$ cat src/rtl/fibo_sched_pkg.sv
// Shared types and default sizing for the Fibonacci request scheduler.
// The scheduler shares one Fibonacci engine between several round-robin requesters.
package fibo_sched_pkg;

    typedef enum logic [2:0] {
        ST_IDLE  = 3'd0,
        ST_ISSUE = 3'd1,
        ST_WAIT  = 3'd2,
        ST_ABORT = 3'd3,
        ST_RESP  = 3'd4
    } state_t;

    localparam int DEF_N_REQ       = 4;
    localparam int DEF_IDX_W       = 10;
    localparam int DEF_RES_W       = 16;
    // F(24) = 46368 is the last Fibonacci number below 2**16; F(25) = 75025 overflows.
    localparam int DEF_MAX_IDX     = 24;
    // The engine needs about 165 cycles in the worst case, so 255 leaves margin.
    localparam int DEF_TIMEOUT_CYC = 255;
    localparam int DEF_ABORT_CYC   = 2;

    localparam logic RESP_OK  = 1'b0;
    localparam logic RESP_ERR = 1'b1;

endpackage

$ cat src/rtl/fibo_request_scheduler_rr_arbiter.sv
// Round-robin arbiter: grants the first request after the last winner and
// moves the pointer only when the grant is actually taken.
module rr_arbiter #(
    parameter int N_REQ = 4,
    parameter int GW    = (N_REQ > 1) ? $clog2(N_REQ) : 1
) (
    input  logic             clk,
    input  logic             rst,
    input  logic [N_REQ-1:0] req,
    input  logic             en,
    output logic [N_REQ-1:0] grant,
    output logic [GW-1:0]    grant_idx,
    output logic             grant_any
);

    logic [GW-1:0] ptr_q;

    always_comb begin
        int cand;
        // NOTE: every combinational output gets a default before any branch, so no latch is inferred.
        grant_idx = '0;
        grant_any = 1'b0;
        cand      = 0;
        for (int off = 1; off <= N_REQ; off++) begin
            cand = int'(ptr_q) + off;
            if (cand >= N_REQ) begin
                cand = cand - N_REQ;
            end
            if (!grant_any && req[GW'(cand)]) begin
                grant_any = 1'b1;
                grant_idx = GW'(cand);
            end
        end
        grant = grant_any ? (N_REQ'(1) << grant_idx) : '0;
    end

    // Starting at N_REQ-1 makes requester 0 the first in line after reset.
    always_ff @(posedge clk or negedge rst) begin
        if (!rst) begin
            ptr_q <= GW'(N_REQ - 1);
        end else if (en && grant_any) begin
            ptr_q <= grant_idx;
        end
    end

endmodule

$ cat src/rtl/fibo_request_scheduler.sv
// Shares one Fibonacci engine between N_REQ requesters: arbitrates, issues, times out
// a hung engine, and routes the result (or an error) back to the owning requester.
module fibo_request_scheduler
    import fibo_sched_pkg::*;
#(
    parameter int N_REQ       = DEF_N_REQ,
    parameter int IDX_W       = DEF_IDX_W,
    parameter int RES_W       = DEF_RES_W,
    parameter int MAX_IDX     = DEF_MAX_IDX,
    parameter int TIMEOUT_CYC = DEF_TIMEOUT_CYC,
    parameter int ABORT_CYC   = DEF_ABORT_CYC
) (
    input  logic                   clk,
    input  logic                   rst,
    input  logic [N_REQ-1:0]       req_valid,
    input  logic [N_REQ*IDX_W-1:0] req_idx,
    output logic [N_REQ-1:0]       req_ack,
    output logic [N_REQ-1:0]       rsp_valid,
    output logic [RES_W-1:0]       rsp_data,
    output logic                   rsp_err,
    output logic                   busy,
    output logic                   fibo_start,
    output logic [IDX_W-1:0]       fibo_idx,
    output logic                   fibo_rst,
    input  logic [RES_W-1:0]       fibo_result,
    input  logic                   fibo_done
);

    localparam int GW    = (N_REQ > 1) ? $clog2(N_REQ) : 1;
    localparam int TMR_W = $clog2(TIMEOUT_CYC + 1);

    state_t state_q, state_d;

    logic [N_REQ-1:0] grant;
    logic [GW-1:0]    grant_idx;
    logic             grant_any;
    logic             grant_en;
    logic [IDX_W-1:0] sel_idx;
    logic             idx_ok;
    logic             timeout_hit;
    logic             abort_end;

    logic [GW-1:0]    owner_q, owner_d;
    logic [IDX_W-1:0] idx_d;
    logic [RES_W-1:0] result_q, result_d;
    logic             err_q, err_d;
    logic [TMR_W-1:0] timer_q, timer_d;

    logic [N_REQ-1:0] ack_d, rsp_valid_d;
    logic [RES_W-1:0] rsp_data_d;
    logic             rsp_err_d, busy_d, start_d, frst_d;

    assign grant_en    = (state_q == ST_IDLE) && grant_any;
    assign sel_idx     = req_idx[int'(grant_idx) * IDX_W +: IDX_W];
    assign idx_ok      = (sel_idx <= IDX_W'(MAX_IDX));
    assign timeout_hit = (timer_q == TMR_W'(TIMEOUT_CYC - 1));
    assign abort_end   = (timer_q == TMR_W'(ABORT_CYC - 1));

    rr_arbiter #(
        .N_REQ (N_REQ),
        .GW    (GW)
    ) u_arb (
        .clk       (clk),
        .rst       (rst),
        .req       (req_valid),
        .en        (grant_en),
        .grant     (grant),
        .grant_idx (grant_idx),
        .grant_any (grant_any)
    );

    // NOTE: sequential state uses non-blocking assignments so every flop samples pre-edge values.
    always_ff @(posedge clk or negedge rst) begin
        if (!rst) begin
            state_q <= ST_IDLE;
        end else begin
            state_q <= state_d;
        end
    end

    // Done is checked before the timer so a completion on the last allowed cycle still counts.
    always_comb begin
        state_d = state_q;
        unique case (state_q)
            ST_IDLE: begin
                if (grant_any) begin
                    state_d = idx_ok ? ST_ISSUE : ST_RESP;
                end
            end
            ST_ISSUE: state_d = ST_WAIT;
            ST_WAIT: begin
                if (fibo_done) begin
                    state_d = ST_RESP;
                end else if (timeout_hit) begin
                    state_d = ST_ABORT;
                end
            end
            ST_ABORT: begin
                if (abort_end) begin
                    state_d = ST_RESP;
                end
            end
            ST_RESP: state_d = ST_IDLE;
            default: state_d = ST_IDLE;
        endcase
    end

    // Owner, index, result and timer; the timer is reused to pace the abort pulse.
    always_comb begin
        owner_d  = owner_q;
        idx_d    = fibo_idx;
        result_d = result_q;
        err_d    = err_q;
        timer_d  = timer_q;
        unique case (state_q)
            ST_IDLE: begin
                if (grant_en) begin
                    owner_d  = grant_idx;
                    idx_d    = sel_idx;
                    result_d = '0;
                    err_d    = idx_ok ? RESP_OK : RESP_ERR;
                    timer_d  = '0;
                end
            end
            ST_ISSUE: timer_d = '0;
            ST_WAIT: begin
                if (fibo_done) begin
                    result_d = fibo_result;
                    err_d    = RESP_OK;
                end else if (timeout_hit) begin
                    result_d = '0;
                    err_d    = RESP_ERR;
                    timer_d  = '0;
                end else begin
                    timer_d = timer_q + 1'b1;
                end
            end
            ST_ABORT: timer_d = timer_q + 1'b1;
            default: ;
        endcase
    end

    // Output values for the state being entered; they are registered below.
    always_comb begin
        ack_d       = grant_en ? grant : '0;
        rsp_valid_d = (state_d == ST_RESP) ? (N_REQ'(1) << owner_d) : '0;
        rsp_data_d  = (state_d == ST_RESP) ? result_d : '0;
        rsp_err_d   = (state_d == ST_RESP) ? err_d : RESP_OK;
        busy_d      = (state_d != ST_IDLE);
        start_d     = (state_d == ST_ISSUE);
        frst_d      = (state_d != ST_ABORT);
    end

    // fibo_rst resets low, so the engine is held in reset for as long as rst is low.
    always_ff @(posedge clk or negedge rst) begin
        if (!rst) begin
            owner_q    <= '0;
            fibo_idx   <= '0;
            result_q   <= '0;
            err_q      <= RESP_OK;
            timer_q    <= '0;
            req_ack    <= '0;
            rsp_valid  <= '0;
            rsp_data   <= '0;
            rsp_err    <= 1'b0;
            busy       <= 1'b0;
            fibo_start <= 1'b0;
            fibo_rst   <= 1'b0;
        end else begin
            owner_q    <= owner_d;
            fibo_idx   <= idx_d;
            result_q   <= result_d;
            err_q      <= err_d;
            timer_q    <= timer_d;
            req_ack    <= ack_d;
            rsp_valid  <= rsp_valid_d;
            rsp_data   <= rsp_data_d;
            rsp_err    <= rsp_err_d;
            busy       <= busy_d;
            fibo_start <= start_d;
            fibo_rst   <= frst_d;
        end
    end

endmodule

$ cat config.mk
export PLATFORM = sky130hd
export DESIGN_NAME = fibo_request_scheduler
export DESIGN_NICKNAME = d
export VERILOG_FILES = /design/src/rtl/fibo_sched_pkg.sv /design/src/rtl/fibo_request_scheduler_rr_arbiter.sv /design/src/rtl/fibo_request_scheduler.sv
export SDC_FILE = /design/constraint.sdc
export NUM_CORES = 1
export LEC_CHECK = 0
export ABC_AREA = 1
export BUFFER_PORTS_ARGS = -buffer_cell sky130_fd_sc_hd__buf_2
export CAP_MARGIN = 20
export CELL_PAD_IN_SITES_DETAIL_PLACEMENT = 1
export CELL_PAD_IN_SITES_GLOBAL_PLACEMENT = 2
export CORE_UTILIZATION = 32
export CTS_BUF_LIST = sky130_fd_sc_hd__clkbuf_8 sky130_fd_sc_hd__clkbuf_16
export CTS_CLUSTER_DIAMETER = 60
export DETAILED_ROUTE_END_ITERATION = 8
export PLACE_DENSITY_LB_ADDON = 0.1
export SLEW_MARGIN = 20
export SYNTH_ARGS = -nofsm -noshare
export SYNTH_HDL_FRONTEND = slang
export SYNTH_HIERARCHICAL = 1
export SYNTH_SLANG_ARGS = --single-unit
$ cat constraint.sdc
create_clock -name clk -period 4.5 [get_ports clk]
set_input_delay 0.9 -clock clk [delete_from_list [all_inputs] [get_ports clk]]
set_output_delay 0.9 -clock clk [all_outputs]
set_load 0.1 [all_outputs]
==> key figures <==
Outcome
  • Outcome: complete, no violations

STA
  • Final Setup Violations: 0
  • Setup tns final: 0 ns
  • Max-slew headroom: 37.4%
  • Fmax: 322 MHz
  • Worst-Margin Slew: 0.937 ns
  • Hold slack: 0.483 ns
  • Final Critical Period: 3.10 ns
  • Final Skew: 0.00577 ns
  • RSZ-0062 raised after global routing: no
  • Period utilisation layout: 68.9%
  • Final Hold Vio Count: 0
  • Max-slew violation count: 0
  • Fin worst setup slack: 1.40 ns

Critical path
  • WS Path Type: flip-flop to flip-flop
  • Slowest cell on crit path: dfstp_2
  • CP most frequent cell: nand2_1
  • CP Cell Sequence: inv_6 > nand2_1 > nand3_1 > nand2_2 > nand3_1 > nand2_1 > nand2_1 > nand3_2 > buf_4 > inv_2 > nand2_1 > nand3_1 > nand2_1 > nand3_1 > nor2_2 > nand2_2 > nand2_4 > a21oi_1
  • Endpoint required time on the critical path: 4.68 ns
  • R2r setup slk: 1.40 ns
  • Crit. End Element: flip-flop
  • Critical path fanouts, max: 24
  • CP max stage delay: 0.66 ns
  • Arrival @ worst endpoint: 3.28 ns
  • Startpoint Class: flip-flop

Yosys
  • Top-area cell type share of the netlist area: 43.3%
  • Avg Cell Area, Syn: 7.82 sq um
  • Synth Register Bits: 70
  • Post-Syn Nets: 568
  • Dominant cells by area after synthesis: dfrtp_1, nand2_1, nand3_1, inv_1, a21oi_2
  • Register area share after synthesis: 44.7%
  • Yosys top cell by area: dfrtp_1
  • Netlist Area Pre-Place: 3930 sq um
  • Synth warnings: 6
  • Yosys cell types: 35
  • Post-Syn Instances: 502

Detailed routing
  • Via Count: 3,513
  • DRT Pass-1 Iters: 4
  • Iter 0 DRT Violations: 99
  • Drt via density: 4.71
  • Detailed Route WL: 10.6 mm
  • DRC: 0
  • WL per Instance: 14.2 um
  • Antenna-violating nets left: 0

Floorplanning
  • I/O pins: 101
  • Die Area: 12,700 sq um
  • Die W: 113 um
  • Initial Utilization: 32.7%
  • Core ar.: 12,000 sq um
  • Die Height: 113 um
  • # rows: 40

Place
  • Gpl congestion: 0.768
  • Detail Placement HPWL: 7.61 mm
  • Port bufs: 100
  • DP Worst Slack: 1.07 ns

Global route
  • GR Overflow Total: 0
  • Top Usage Layer GRT: met2
  • Global routing usage on met1: 23.3%
  • Met3 global-route usage: 3.91%
  • Number of global-route vias before repair: 3,739
  • Largest net degree at the start of global routing: 71
  • Antenna violations before repair: 0
  • First-pass GRT wire length: 18.2 mm
  • Total GRT Usage: 18.4%
  • Met2 Usage GRT: 30.2%

Power and ir drop
  • Power consumption: 3.92 mW
  • Power density cells: 823 nW/um^2
  • Maximum VDD drop: 0.437 mV
  • LEAKAGE: 2.60 nW

CTS
  • TritonCTS clock tree: yes
  • H-tree depth: 3
  • Clk sinks: 70
  • Setup repair bufs after CTS: 0
  • Hold-fix buffer count after cts: 0
  • Post-cts resize count: 0
  • Root cell of the clock tree: clkbuf_16
  • TritonCTS buffer count: 9
  • Worst-Skew Late Latency: 0.34 ns
  • CTS Buffer Depth: 2
  • Reg clk slew, reported paths: 0.06 ns

Layout
  • Most common cell after layout, fill and taps aside: nand2_1
  • Commonest non-fill, non-tap cells in the layout: nand2_1, buf_2, dfrtp_1
  • Layout cells sized above 1: 30.9%
  • Area Growth Syn to Fin: 21.2%
  • Diode count: 0
  • Fin nets: 660

Flow run
  • Maxcap violations: 0

Hold path
  • Worst hold path type: flip-flop to flip-flop
## Yosys cell counts
cell type,number
inv_1,41
nand2_2,9
a21oi_1,7
nand2_4,4
nor2_1,39
nor2_2,11
nor2_8,1
nand3b_1,16
xor2_1,2
o21ai_1,3
inv_6,1
nand2_1,170
o21ai_0,14
ha_1,3
o31ai_1,1
nand3_2,2
inv_2,11
o21ai_2,4
buf_6,4
nor3b_2,1
nand4_1,5
o22ai_1,1
nor3_2,1
buf_12,2
buf_4,2
dfstp_2,2
buf_2,11
clkbuf_1,2
nor3_1,6
a21oi_2,17
dfrtp_1,68
nand3b_2,1
nor2_4,2
nand3_1,37
a21oi_4,1
## flip-flops by register name, indices dropped and copies added (netlist names)
signal and flops:
err_q 1, fibo_start 1, req_ack 4, timer_q 8, rsp_data 16, owner_q 2
result_q 16, fibo_rst 1, u_arb/ptr_q 2, rsp_valid 4, fibo_idx 10, busy 1
rsp_err 1, state_q 3
## path summary, 6_finish.rpt
| path | endpoint | startpoint | cells after the start |
|---|---|---|---|
| worst max-delay path | rsp_data[15]$_DFF_PN0_ | u_arb/ptr_q[0]$_DFFE_PN1P_ | 18 |
| max in group asynchronous | rsp_data[1]$_DFF_PN0_ | rst | 1 |
| min in group asynchronous | result_q[13]$_DFF_PN0_ | rst | 1 |
| worst min register to register | fibo_idx[6]$_DFFE_PN0P_ | fibo_idx[6]$_DFFE_PN0P_ | 2 |
| worst max register to register | rsp_data[15]$_DFF_PN0_ | u_arb/ptr_q[0]$_DFFE_PN1P_ | 18 |
| worst min-delay path | fibo_idx[6]$_DFFE_PN0P_ | fibo_idx[6]$_DFFE_PN0P_ | 2 |
## per-layer routing
layer	routed length [um]	vias up
met5	0	-
met3	495	15
met1	5010	1663
li1	-	1755
met4	178	0
met2	4910	80
## through the flow
step / cells / utilization, % / instance area [sq um]
floorplan: 502 / - / 3930
global placement: 730 / 37.3 / 4470
detailed placement: 730 / 37.3 / 4470
CTS: 746 / 39.6 / 4760
global route: 746 / 39.6 / 4760
finish: 746 / 39.6 / 4760
## worst max-delay path: cells and delay by family, from the launching register on
family	cells	cell delay, ns
AOI/OAI and AO/OA	1	0.13
DFF	1	0.66
buffers and inverters	3	0.54
and+or+nand+nor	14	1.60
## final cells by class
type / count / area [sq um]
fill: 1530 / 7250
multi-input combinational: 358 / 1810
sequential: 70 / 1750
timing repair buffer: 102 / 518
clock buffer: 12 / 267
inverter: 53 / 204
tap: 147 / 184
clock inverter: 4 / 21.3
## logic make-up (layout without fill, tap and decap cells)
group | Yosys count | in the layout | synth area share, %
and+or+nand+nor | 305 | 305 | 36.1
buffers and inverters | 74 | 171 | 9.33
DFF | 70 | 70 | 44.7
AOI/OAI and AO/OA | 48 | 48 | 8.51
adders and majority gates | 3 | 3 | 0.956
xor gates and xnor gates | 2 | 2 | 0.446
## power breakdown
| group | switching, mW | internal [mW] |
|---|---|---|
| Combinational | 1.83 | 0.555 |
| Clock | 0.269 | 0.414 |
| Sequential | 0.0749 | 0.772 |
| Total | 2.18 | 1.74 |
No activity file was read; power rests on OpenSTA's default activity.
